===== config.mk =====
export PLATFORM = sky130hd
export DESIGN_NAME = trap_ctrl_flat
export DESIGN_NICKNAME = d
export VERILOG_FILES = /design/src/rtl/trap_ctrl_if.sv /design/src/rtl/trap_ctrl.sv /design/src/flat_wrapper.sv
export SDC_FILE = /design/constraint.sdc
export NUM_CORES = 1
export LEC_CHECK = 0
export ABC_CLOCK_PERIOD_IN_PS = 13800
export CAP_MARGIN = 30
export CORE_MARGIN = 4
export CORE_UTILIZATION = 58
export CTS_BUF_LIST = sky130_fd_sc_hd__clkbuf_8
export DETAILED_ROUTE_END_ITERATION = 10
export PLACE_DENSITY_LB_ADDON = 0.08
export SYNTH_ARGS = -nofsm -noshare
export SYNTH_HDL_FRONTEND = slang
export SYNTH_SLANG_ARGS = --single-unit

===== constraint.sdc =====
create_clock -name clk -period 13.8 [get_ports clk]
set_clock_uncertainty 0.2 [all_clocks]
set_input_delay 2.76 -clock clk [delete_from_list [all_inputs] [get_ports clk]]
set_output_delay 2.76 -clock clk [all_outputs]
set_load 0.02 [all_outputs]

===== src/rtl/trap_ctrl_if.sv =====
// Commit-stage / trap-controller bus: retire info and CSR access from the
// pipeline, redirect, flush and interrupt acknowledge back to it.
interface trap_ctrl_if #(
    parameter int unsigned XLEN    = 32,
    parameter int unsigned NUM_IRQ = 4
);
    logic [NUM_IRQ-1:0] irq_i;
    logic               retire_valid;
    logic [XLEN-1:0]    retire_pc;
    logic [1:0]         exc_cause;
    logic               mret;
    logic               csr_we;
    logic [11:0]        csr_addr;
    logic [XLEN-1:0]    csr_wdata;
    logic [XLEN-1:0]    csr_rdata;
    logic               redirect_valid;
    logic [XLEN-1:0]    redirect_pc;
    logic               flush;
    logic [NUM_IRQ-1:0] irq_ack;

    // Pipeline / commit-stage side
    modport master (
        output irq_i, retire_valid, retire_pc, exc_cause, mret,
               csr_we, csr_addr, csr_wdata,
        input  csr_rdata, redirect_valid, redirect_pc, flush, irq_ack
    );

    // Trap controller side
    modport slave (
        input  irq_i, retire_valid, retire_pc, exc_cause, mret,
               csr_we, csr_addr, csr_wdata,
        output csr_rdata, redirect_valid, redirect_pc, flush, irq_ack
    );
endinterface


===== src/rtl/trap_ctrl.sv =====
// Machine-mode trap controller: M-mode trap CSRs, prioritised external
// interrupts and synchronous exceptions arbitrated at retire, a one-cycle
// redirect/flush, then a fixed drain window before the next commit is seen.
module trap_ctrl #(
    parameter int unsigned     XLEN         = 32,
    parameter int unsigned     NUM_IRQ      = 4,
    parameter int unsigned     DRAIN_CYCLES = 2,
    parameter logic [XLEN-1:0] MTVEC_RESET  = '0,
    parameter bit              VECTORED_EN  = 1'b1
) (
    input  logic          clk,
    input  logic          rst,
    trap_ctrl_if.slave    bus
);

    localparam logic [11:0] CSR_MSTATUS = 12'h300;
    localparam logic [11:0] CSR_MIE     = 12'h304;
    localparam logic [11:0] CSR_MTVEC   = 12'h305;
    localparam logic [11:0] CSR_MEPC    = 12'h341;
    localparam logic [11:0] CSR_MCAUSE  = 12'h342;
    localparam logic [11:0] CSR_MIP     = 12'h344;

    // mepc is word aligned; mtvec bit1 is a hard-wired zero of MODE
    localparam logic [XLEN-1:0] PC_MASK    = ~XLEN'(3);
    localparam logic [XLEN-1:0] MTVEC_MASK = ~XLEN'(2);

    localparam logic [3:0] DRAIN_LOAD = 4'(DRAIN_CYCLES);

    typedef enum logic [1:0] {
        RUN,
        REDIRECT,
        DRAIN
    } state_t;

    state_t             stateQ;
    state_t             stateD;
    logic [3:0]         drainCnt;
    logic [XLEN-1:0]    targetQ;

    logic [NUM_IRQ-1:0] irqPrev;
    logic [NUM_IRQ-1:0] pend;

    logic               mstatusMie;
    logic               mstatusMpie;
    logic [NUM_IRQ-1:0] mieReg;
    logic [XLEN-1:0]    mtvecQ;
    logic [XLEN-1:0]    mepcQ;
    logic [XLEN-1:0]    mcauseQ;

    logic [NUM_IRQ-1:0] irqMasked;
    logic [3:0]         irqIdx;
    logic               irqFound;
    logic               commitValid;
    logic               excTaken;
    logic               irqTaken;
    logic               mretTaken;
    logic               csrWrite;
    logic [XLEN-1:0]    irqCode;
    logic [XLEN-1:0]    trapBase;
    logic [XLEN-1:0]    trapTarget;
    logic [NUM_IRQ-1:0] ackOneHot;

    // Retire-boundary arbitration: exception > interrupt > mret > CSR write
    always_comb begin
        irqMasked = pend & mieReg;
        irqIdx    = '0;
        irqFound  = 1'b0;
        for (int unsigned i = 0; i < NUM_IRQ; i++) begin
            if (irqMasked[i] && !irqFound) begin
                irqIdx   = 4'(i);
                irqFound = 1'b1;
            end
        end

        commitValid = (stateQ == RUN) && bus.retire_valid;
        excTaken    = commitValid && (bus.exc_cause != 2'b00);
        irqTaken    = commitValid && !excTaken && mstatusMie && irqFound;
        mretTaken   = commitValid && !excTaken && !irqTaken && bus.mret;
        csrWrite    = commitValid && !excTaken && !irqTaken && !mretTaken && bus.csr_we;

        irqCode  = XLEN'(16) + XLEN'(irqIdx);
        trapBase = {mtvecQ[XLEN-1:2], 2'b00};

        trapTarget = trapBase;
        if (irqTaken && VECTORED_EN && mtvecQ[0]) begin
            trapTarget = trapBase + (irqCode << 2);
        end else if (mretTaken) begin
            trapTarget = mepcQ;
        end

        ackOneHot = '0;
        if (irqTaken) begin
            ackOneHot = {{(NUM_IRQ-1){1'b0}}, 1'b1} << irqIdx;
        end
    end

    // Next-state and datapath-facing outputs
    always_comb begin
        stateD             = stateQ;
        bus.redirect_valid = 1'b0;
        bus.flush          = 1'b0;
        bus.redirect_pc    = '0;
        bus.irq_ack        = ackOneHot;
        case (stateQ)
            RUN: begin
                if (excTaken || irqTaken || mretTaken) begin
                    stateD = REDIRECT;
                end
            end
            REDIRECT: begin
                bus.redirect_valid = 1'b1;
                bus.flush          = 1'b1;
                bus.redirect_pc    = targetQ;
                stateD             = DRAIN;
            end
            DRAIN: begin
                if (drainCnt <= 4'd1) begin
                    stateD = RUN;
                end
            end
            default: stateD = RUN;
        endcase
    end

    // State register, latched redirect target and drain counter
    always_ff @(posedge clk or posedge rst) begin
        if (rst) begin
            stateQ   <= RUN;
            drainCnt <= '0;
            targetQ  <= '0;
        end else begin
            stateQ <= stateD;
            if (stateQ == RUN && (excTaken || irqTaken || mretTaken)) begin
                targetQ <= trapTarget;
            end
            if (stateQ == REDIRECT) begin
                drainCnt <= DRAIN_LOAD;
            end else if (stateQ == DRAIN) begin
                drainCnt <= drainCnt - 4'd1;
            end
        end
    end

    // Rising-edge interrupt capture; a new edge beats a same-cycle acknowledge
    always_ff @(posedge clk or posedge rst) begin
        if (rst) begin
            irqPrev <= '0;
            pend    <= '0;
        end else begin
            irqPrev <= bus.irq_i;
            pend    <= (pend & ~ackOneHot) | (bus.irq_i & ~irqPrev);
        end
    end

    // Trap CSRs: trap/mret side effects take precedence over a software write
    always_ff @(posedge clk or posedge rst) begin
        if (rst) begin
            mstatusMie  <= 1'b0;
            mstatusMpie <= 1'b0;
            mieReg      <= '0;
            mtvecQ      <= MTVEC_RESET & MTVEC_MASK;
            mepcQ       <= '0;
            mcauseQ     <= '0;
        end else if (excTaken) begin
            mepcQ       <= bus.retire_pc & PC_MASK;
            mcauseQ     <= (bus.exc_cause == 2'b10) ? XLEN'(11) : XLEN'(2);
            mstatusMpie <= mstatusMie;
            mstatusMie  <= 1'b0;
        end else if (irqTaken) begin
            mepcQ       <= bus.retire_pc & PC_MASK;
            mcauseQ     <= {1'b1, irqCode[XLEN-2:0]};
            mstatusMpie <= mstatusMie;
            mstatusMie  <= 1'b0;
        end else if (mretTaken) begin
            mstatusMie  <= mstatusMpie;
            mstatusMpie <= 1'b1;
        end else if (csrWrite) begin
            case (bus.csr_addr)
                CSR_MSTATUS: begin
                    mstatusMie  <= bus.csr_wdata[3];
                    mstatusMpie <= bus.csr_wdata[7];
                end
                CSR_MIE:    mieReg  <= bus.csr_wdata[NUM_IRQ-1:0];
                CSR_MTVEC:  mtvecQ  <= bus.csr_wdata & MTVEC_MASK;
                CSR_MEPC:   mepcQ   <= bus.csr_wdata & PC_MASK;
                CSR_MCAUSE: mcauseQ <= bus.csr_wdata;
                default: ;
            endcase
        end
    end

    // Combinational CSR read of the registered state
    always_comb begin
        bus.csr_rdata = '0;
        case (bus.csr_addr)
            CSR_MSTATUS: begin
                bus.csr_rdata[3] = mstatusMie;
                bus.csr_rdata[7] = mstatusMpie;
            end
            CSR_MIE:    bus.csr_rdata[NUM_IRQ-1:0] = mieReg;
            CSR_MTVEC:  bus.csr_rdata = mtvecQ;
            CSR_MEPC:   bus.csr_rdata = mepcQ;
            CSR_MCAUSE: bus.csr_rdata = mcauseQ;
            CSR_MIP:    bus.csr_rdata[NUM_IRQ-1:0] = pend;
            default: ;
        endcase
    end

endmodule

===== src/flat_wrapper.sv =====
// flat-port wrapper written by rule: the top's interface ports become plain ports
module trap_ctrl_flat 
#(
    parameter int unsigned     XLEN         = 32,
    parameter int unsigned     NUM_IRQ      = 4,
    parameter int unsigned     DRAIN_CYCLES = 2,
    parameter logic [XLEN-1:0] MTVEC_RESET  = '0,
    parameter bit              VECTORED_EN  = 1'b1
)
  (clk, rst, bus_irq_i, bus_retire_valid, bus_retire_pc, bus_exc_cause, bus_mret, bus_csr_we, bus_csr_addr, bus_csr_wdata, bus_csr_rdata, bus_redirect_valid, bus_redirect_pc, bus_flush, bus_irq_ack);
  trap_ctrl_if #(.XLEN(XLEN), .NUM_IRQ(NUM_IRQ)) bus_i ();
  input  logic clk;
  input  logic rst;
  input wire logic [$bits(bus_i.irq_i)-1:0] bus_irq_i;
  input wire logic [$bits(bus_i.retire_valid)-1:0] bus_retire_valid;
  input wire logic [$bits(bus_i.retire_pc)-1:0] bus_retire_pc;
  input wire logic [$bits(bus_i.exc_cause)-1:0] bus_exc_cause;
  input wire logic [$bits(bus_i.mret)-1:0] bus_mret;
  input wire logic [$bits(bus_i.csr_we)-1:0] bus_csr_we;
  input wire logic [$bits(bus_i.csr_addr)-1:0] bus_csr_addr;
  input wire logic [$bits(bus_i.csr_wdata)-1:0] bus_csr_wdata;
  output wire logic [$bits(bus_i.csr_rdata)-1:0] bus_csr_rdata;
  output wire logic [$bits(bus_i.redirect_valid)-1:0] bus_redirect_valid;
  output wire logic [$bits(bus_i.redirect_pc)-1:0] bus_redirect_pc;
  output wire logic [$bits(bus_i.flush)-1:0] bus_flush;
  output wire logic [$bits(bus_i.irq_ack)-1:0] bus_irq_ack;
  assign bus_i.irq_i = bus_irq_i;
  assign bus_i.retire_valid = bus_retire_valid;
  assign bus_i.retire_pc = bus_retire_pc;
  assign bus_i.exc_cause = bus_exc_cause;
  assign bus_i.mret = bus_mret;
  assign bus_i.csr_we = bus_csr_we;
  assign bus_i.csr_addr = bus_csr_addr;
  assign bus_i.csr_wdata = bus_csr_wdata;
  assign bus_csr_rdata = bus_i.csr_rdata;
  assign bus_redirect_valid = bus_i.redirect_valid;
  assign bus_redirect_pc = bus_i.redirect_pc;
  assign bus_flush = bus_i.flush;
  assign bus_irq_ack = bus_i.irq_ack;
  trap_ctrl #(.XLEN(XLEN), .NUM_IRQ(NUM_IRQ), .DRAIN_CYCLES(DRAIN_CYCLES), .MTVEC_RESET(MTVEC_RESET), .VECTORED_EN(VECTORED_EN)) u_core (.clk(clk), .rst(rst), .bus(bus_i));
endmodule

* Word-level counts from Yosys, hierarchy flattened *
Index checks and enable logic that the tools add are counted.

word-level totals
  bits in writable memories = 0
  bits in latches = 0
  memories kept = 0
  ROM bits = 0
  output and inout bits = 70
  register bits = 147

operators by class
  muxes and demuxes = 43
  bitwise gates (word level) = 9
  reduce and logical (&&, ||, !) cells = 36
  divide/modulo/power cells = 0
  order comparisons = 1
  add/subtract/negate cells = 3
  eq/ne operators = 12
  multipliers = 0
  shifts and indexed selects = 1

operators with widths
  kind                    number
  $mux W32                13
  $eq A12 B10 Y1 const B  6
  $pmux W24 S3            1
  $add A32 B32 Y32        1
  $mux W4                 6
  $mux W1                 16
  $pmux W3 S5             1
  $logic_and A1 B1 Y1     14
  $and A4 B4 Y4           3
  $reduce_and A5 Y1       2
  $pmux W3 S3             1
  $reduce_bool A3 Y1      3
  $not A4 Y4              2
  $reduce_bool A4 Y1      2
  $add A5 B4 Y6 const A   1
  $logic_not A1 Y1        6
  $pmux W1 S6             1
  $pmux W2 S3             1
  $reduce_and A3 Y1       2
  $eq A2 B2 Y1 const B    2
  $le A4 B1 Y1 const B    1
  $mux W2                 2
  $or A4 B4 Y4            1
  $pmux W1 S4             1
  11 further kinds        16

* Longest topological paths before layout *
  word-level depth = 22
  depth in mapped cells = 10

* Worst setup path after synthesis *
No wires, ideal clock.

  path kind = input to output
  start = input port bus_csr_addr[5]
  end = output port bus_csr_rdata[7]
  setup slack = 6.642 ns
  arrival = 4.198 ns
  stages on the path = 5
  cells stage by stage = or4_4 > nor4_2 > buf_2 > a22oi_1 > o211ai_1

between the ends
  word-level cells in the longest chain between the ends = 2
  elaborated cells between the ends (all ways) = 5
  classes of those cells = eq/ne: 4; mux: 1

ends and longest elaborated chain
  what                RTL line            RTL
  start: declaration  flat_wrapper.sv:20  input wire logic [$bits(bus_i.csr_addr)-1:0] bus_csr_addr;
  $eq A12 B10 Y1      trap_ctrl.sv:195    case (bus.csr_addr)
  $pmux W1 S4 *       trap_ctrl.sv:195
  end: declaration    flat_wrapper.sv:22  output wire logic [$bits(bus_i.csr_rdata)-1:0] bus_csr_rdata;

Mark *: on every way between the ends. The rest lies on a longest branch, timed or not.

* Worst setup path in the final report *
  start = input port bus_csr_addr[5]
  end = output port bus_csr_rdata[3]

between the ends
  word-level cells in the longest chain between the ends = 2
  elaborated cells between the ends (all ways) = 7
  classes of those cells = eq/ne: 6; mux: 1

ends and longest elaborated chain
  what            RTL line
  $eq A12 B10 Y1  trap_ctrl.sv:195
  $pmux W1 S6 *   trap_ctrl.sv:195

Marked as above.

==> tab_implementation.tex <==
\begin{tabular}{lr}
\hline
Metric & Value \\
\hline
\multicolumn{2}{l}{\textbf{Timing}} \\
Transition time at the pin with the least slew margin & 1060 ps \\
Upper clock frequency limit & 119 MHz \\
Slack of the critical path & 5410 ps \\
Final min period & approximately 8400 ps \\
Unrepaired setup endpoints after global routing & no \\
Fin. max-slew vios & 0 \\
Fin crit share & 0.608 \\
Max transition margin & 0.290 \\
Fin Setup TNS & 0 ps \\
Number of failing hold endpoints at the final stage & 0 \\
Final Setup Violations & 0 \\
\multicolumn{2}{l}{\textbf{Route}} \\
\# DRC & 0 \\
Antenna-violating nets left & 0 \\
Routed wirelength normalized by instance count & around 21 microns \\
Number of design-rule violations left by the first detailed-router iteration & 912 \\
Routed length on met1 & $\sim$9.5 mm \\
DR vias/cell & 6.44 \\
Total length of routed wires & 24.0 mm \\
Uppermost metal layer occupied by signal nets & met4 \\
WL met3 & 2.08 mm \\
Met2 routed WL & $\sim$12 mm \\
Number of detailed-route iterations in the first pass & 5 \\
Total vias in the final route & about 7400 \\
\multicolumn{2}{l}{\textbf{CTS}} \\
Clock latency on the worst-skew pair & 460 ps \\
Buffer cell driving the clock tree root & clkbuf\_8 \\
Setup repair bufs after CTS & 0 \\
Maximum root-to-sink buffer count & 2 \\
Clock-pin slew reported for the worst setup and hold paths after clock tree synthesis & 80 ps \\
Clock tree from TritonCTS & yes \\
CTS HTree Levels & 4 \\
Post-cts resize count & 0 \\
Number of sinks on the clock net & $\sim$140 \\
Total clock buffers created by CTS & 17 \\
Hold-fix buffers at CTS & 0 \\
\multicolumn{2}{l}{\textbf{Synthesis}} \\
Number of synthesized register bits & between 100 and 150 \\
Warnings from Yosys & 0 \\
Number of enable flip-flop cells after synthesis & 0 \\
Dominant combinational cell family by area after synthesis & simple AND/OR/NAND/NOR gates \\
Mux share of post-synthesis cell area & 0.137 \\
Post-Synth XOR/XNOR Area & 0.00540 \\
Post-synthesis async set-or-reset flop share & 1.00 \\
Compound-Gate Fraction of Synth Area & 0.170 \\
Simple-gate share of the synthesized area & 0.176 \\
Post-Synth Adder-Cell Area & 0.0148 \\
Area of the mapped netlist & approximately 8100 sq um \\
Average instance area after synthesis & 9.72 sq um \\
Primary FF master, synth & dfrtp\_1 \\
Synthesized netlist cell count & roughly 830 \\
Post-synthesis sequential area ratio & 0.442 \\
Count of distinct cell types in the synthesized netlist & 73 \\
\multicolumn{2}{l}{\textbf{Floorplan}} \\
Area enclosed by the die boundary & 15900 sq um \\
Total number of placement rows & 42 \\
Top Ports & 157 \\
Effective utilization at floorplan & 0.602 \\
Horizontal die dimension & 126 microns \\
Core Region & about 13000 sq um \\
Die height & 126 microns \\
\multicolumn{2}{l}{\textbf{Setup path}} \\
Critical Path AT & 5430 ps \\
Data required time of the worst path & 10840 ps \\
Critical path launch point & bus\_csr\_addr[5] \\
CP Capture Type & primary output \\
Setup CP Type & primary input to primary output \\
Critical path launch point type & primary input \\
Crit Path Max Fanout & 32 \\
Worst R2R Start & u\_core.pend[2] \\
\multicolumn{2}{l}{\textbf{Place}} \\
Placement Cell Area & slightly below 10000 sq um \\
Placement Setup Slack & 5430 ps \\
Final weighted congestion in routability-driven placement & 0.902 \\
Number of input and output port buffers inserted & $\sim$150 \\
HPWL after detailed placement & approximately 16 mm \\
Number of placed instances, taps included & 1115 \\
\multicolumn{2}{l}{\textbf{Pwr}} \\
Worst IR drop on VDD & 0.0941 mV \\
Post-layout power & 1340 uW \\
Power density over cell area & $\sim$130 nW/um\^{}2 \\
Leakage dissipation & $\sim$0.0043 uW \\
\multicolumn{2}{l}{\textbf{Finish}} \\
Proportion of layout cells with a drive suffix above 1 & 0.167 \\
Area growth from synthesis to final layout & 24.1\% \\
Filler-free cell count of the finished design & 1147 \\
Final design area excluding fillers & around 10000 sq um \\
Filler Cell Count & between 900 and 1000 \\
Count of inserted antenna diode cells & 0 \\
Number of nets in the final layout & 1054 \\
\multicolumn{2}{l}{\textbf{Global route}} \\
Number of global-route vias before repair & 7640 \\
Global-route total usage across every layer & 0.305 \\
Number of antenna violations at the first check in global routing & 0 \\
Wire length of the first global-routing pass & 39.1 mm \\
Maximum number of pins on one net before global-route repair & 76 \\
Global-route congestion overflow total & 0 \\
\multicolumn{2}{l}{\textbf{Min path}} \\
Worst Hold Launch & u\_core.irqPrev[3] \\
Hold Path Class & register to register \\
\multicolumn{2}{l}{\textbf{Run}} \\
Max-cap violation count & 0 \\
\multicolumn{2}{l}{\textbf{Outcome}} \\
Status & finished, final reports clean \\
\hline
\end{tabular}
-- kinds of logic after synthesis --
family | Yosys count
and+or+nand+nor | 285
buffers and inverters | 94
adders and majority gates | 9
muxes | 99
xor gates and xnor gates | 5
other | 1
DFF | 143
AOI/OAI and AO/OA | 198
-- per-stage QoR --
| stage | util | hold slack (ps) |
|---|---|---|
| floorplan | - | 200 |
| global placement | 0.717 | 209 |
| detailed placement | 0.719 | 221 |
| CTS | 0.747 | 232 |
| global route | 0.747 | 243 |
| finish | 0.747 | 225 |
-- layer usage --
layer / vias up / GRT usage
met4: 0 / 0.113
li1: 3271 / -
met5: - / 0
met3: 65 / 0.0720
met2: 412 / 0.500
met1: 3640 / 0.398
-- synthesized netlist by cell type (all sizes together) (3+ instances only) --
| cell | count | area share |
|---|---|---|
| nor2 | 33 | 0.015 |
| mux2i | 3 | 0.0037 |
| o211ai | 10 | 0.011 |
| xor2 | 4 | 0.0043 |
| ha | 8 | 0.012 |
| nand2 | 134 | 0.062 |
| and2 | 34 | 0.026 |
| mux2 | 96 | 0.13 |
| a31o | 5 | 0.0054 |
| nand4 | 10 | 0.0085 |
| a31oi | 18 | 0.014 |
| o22ai | 13 | 0.011 |
| or3 | 5 | 0.0045 |
| dfrtp | 143 | 0.44 |
| o21ai | 29 | 0.018 |
| nor3 | 10 | 0.0062 |
| a222oi | 16 | 0.020 |
| clkbuf | 24 | 0.011 |
| and3 | 8 | 0.0062 |
| a22oi | 24 | 0.022 |
| a211oi | 3 | 0.0028 |
| inv | 34 | 0.016 |
| nand2b | 4 | 0.0031 |
| nor4 | 7 | 0.0085 |
| or4 | 5 | 0.0051 |
| o31ai | 4 | 0.0037 |
| buf | 36 | 0.028 |
| o2bb2ai | 5 | 0.0054 |
| and4 | 3 | 0.0032 |
| nand3 | 20 | 0.012 |
| a21oi | 46 | 0.028 |
-- area by class of cell --
| cell class | instances | area, sq um | share of cell area |
|---|---|---|---|
| well taps | 176 | 220 | 0.0219 |
| repair buffers | 164 | 1630 | 0.162 |
| inverters | 34 | 133 | 0.0132 |
| clock buffers | 21 | 289 | 0.0287 |
| multi-input cells | 598 | 4110 | 0.408 |
| clock inverters | 11 | 98.8 | 0.00983 |
| flip-flops and latches | 143 | 3580 | 0.356 |
-- layout by cell type (no fill, tap or decap), drive strengths merged, types with 12 or more instances in the layout --
cell type / netlist / routed
clkdlybuf4s50: 0 / 152
dfrtp: 143 / 143
nand2: 134 / 134
mux2: 96 / 96
a21oi: 46 / 46
inv: 34 / 39
and2: 34 / 34
nor2: 33 / 33
o21ai: 29 / 29
a22oi: 24 / 24
clkbuf: 24 / 21
nand3: 20 / 20
a31oi: 18 / 18
a222oi: 16 / 16
o22ai: 13 / 13
buf: 36 / 12
-- critical path: stages --
cell and delay (ps):
clkdlybuf4s50_1 450, or4_4 590, nor4_4 210, buf_4 440, a222oi_1 230, nand4_1 130
clkdlybuf4s50_1 610
-- worst paths after layout --
kind | cells after the start | slack (ps) | endpoint
max | 7 | 5410 | bus_csr_rdata[3]
min reg2reg | 1 | 230 | u_core.pend[3]
min in group asynchronous | 2 | 2580 | u_core.irqPrev[0]
min | 1 | 230 | u_core.pend[3]
max in group asynchronous | 3 | 9480 | u_core.mcauseQ[23]
max reg2reg | 6 | 10240 | u_core.mepcQ[7]
-- sequential cells by signal, indices dropped and copies added (netlist names) --
name,flops
u_core.mcauseQ,32
u_core.mtvecQ,31
u_core.mstatusMpie,1
u_core.drainCnt,4
u_core.irqPrev,4
u_core.stateQ,2
u_core.mieReg,4
u_core.pend,4
u_core.mstatusMie,1
u_core.targetQ,30
u_core.mepcQ,30
-- power breakdown --
part	internal (uW)	switching, uW	leakage (uW)
Sequential	510	73.4	0.00184
Combinational	208	215	0.00222
Clock	175	156	0.000222
Power figures use the tool's default switching activity.
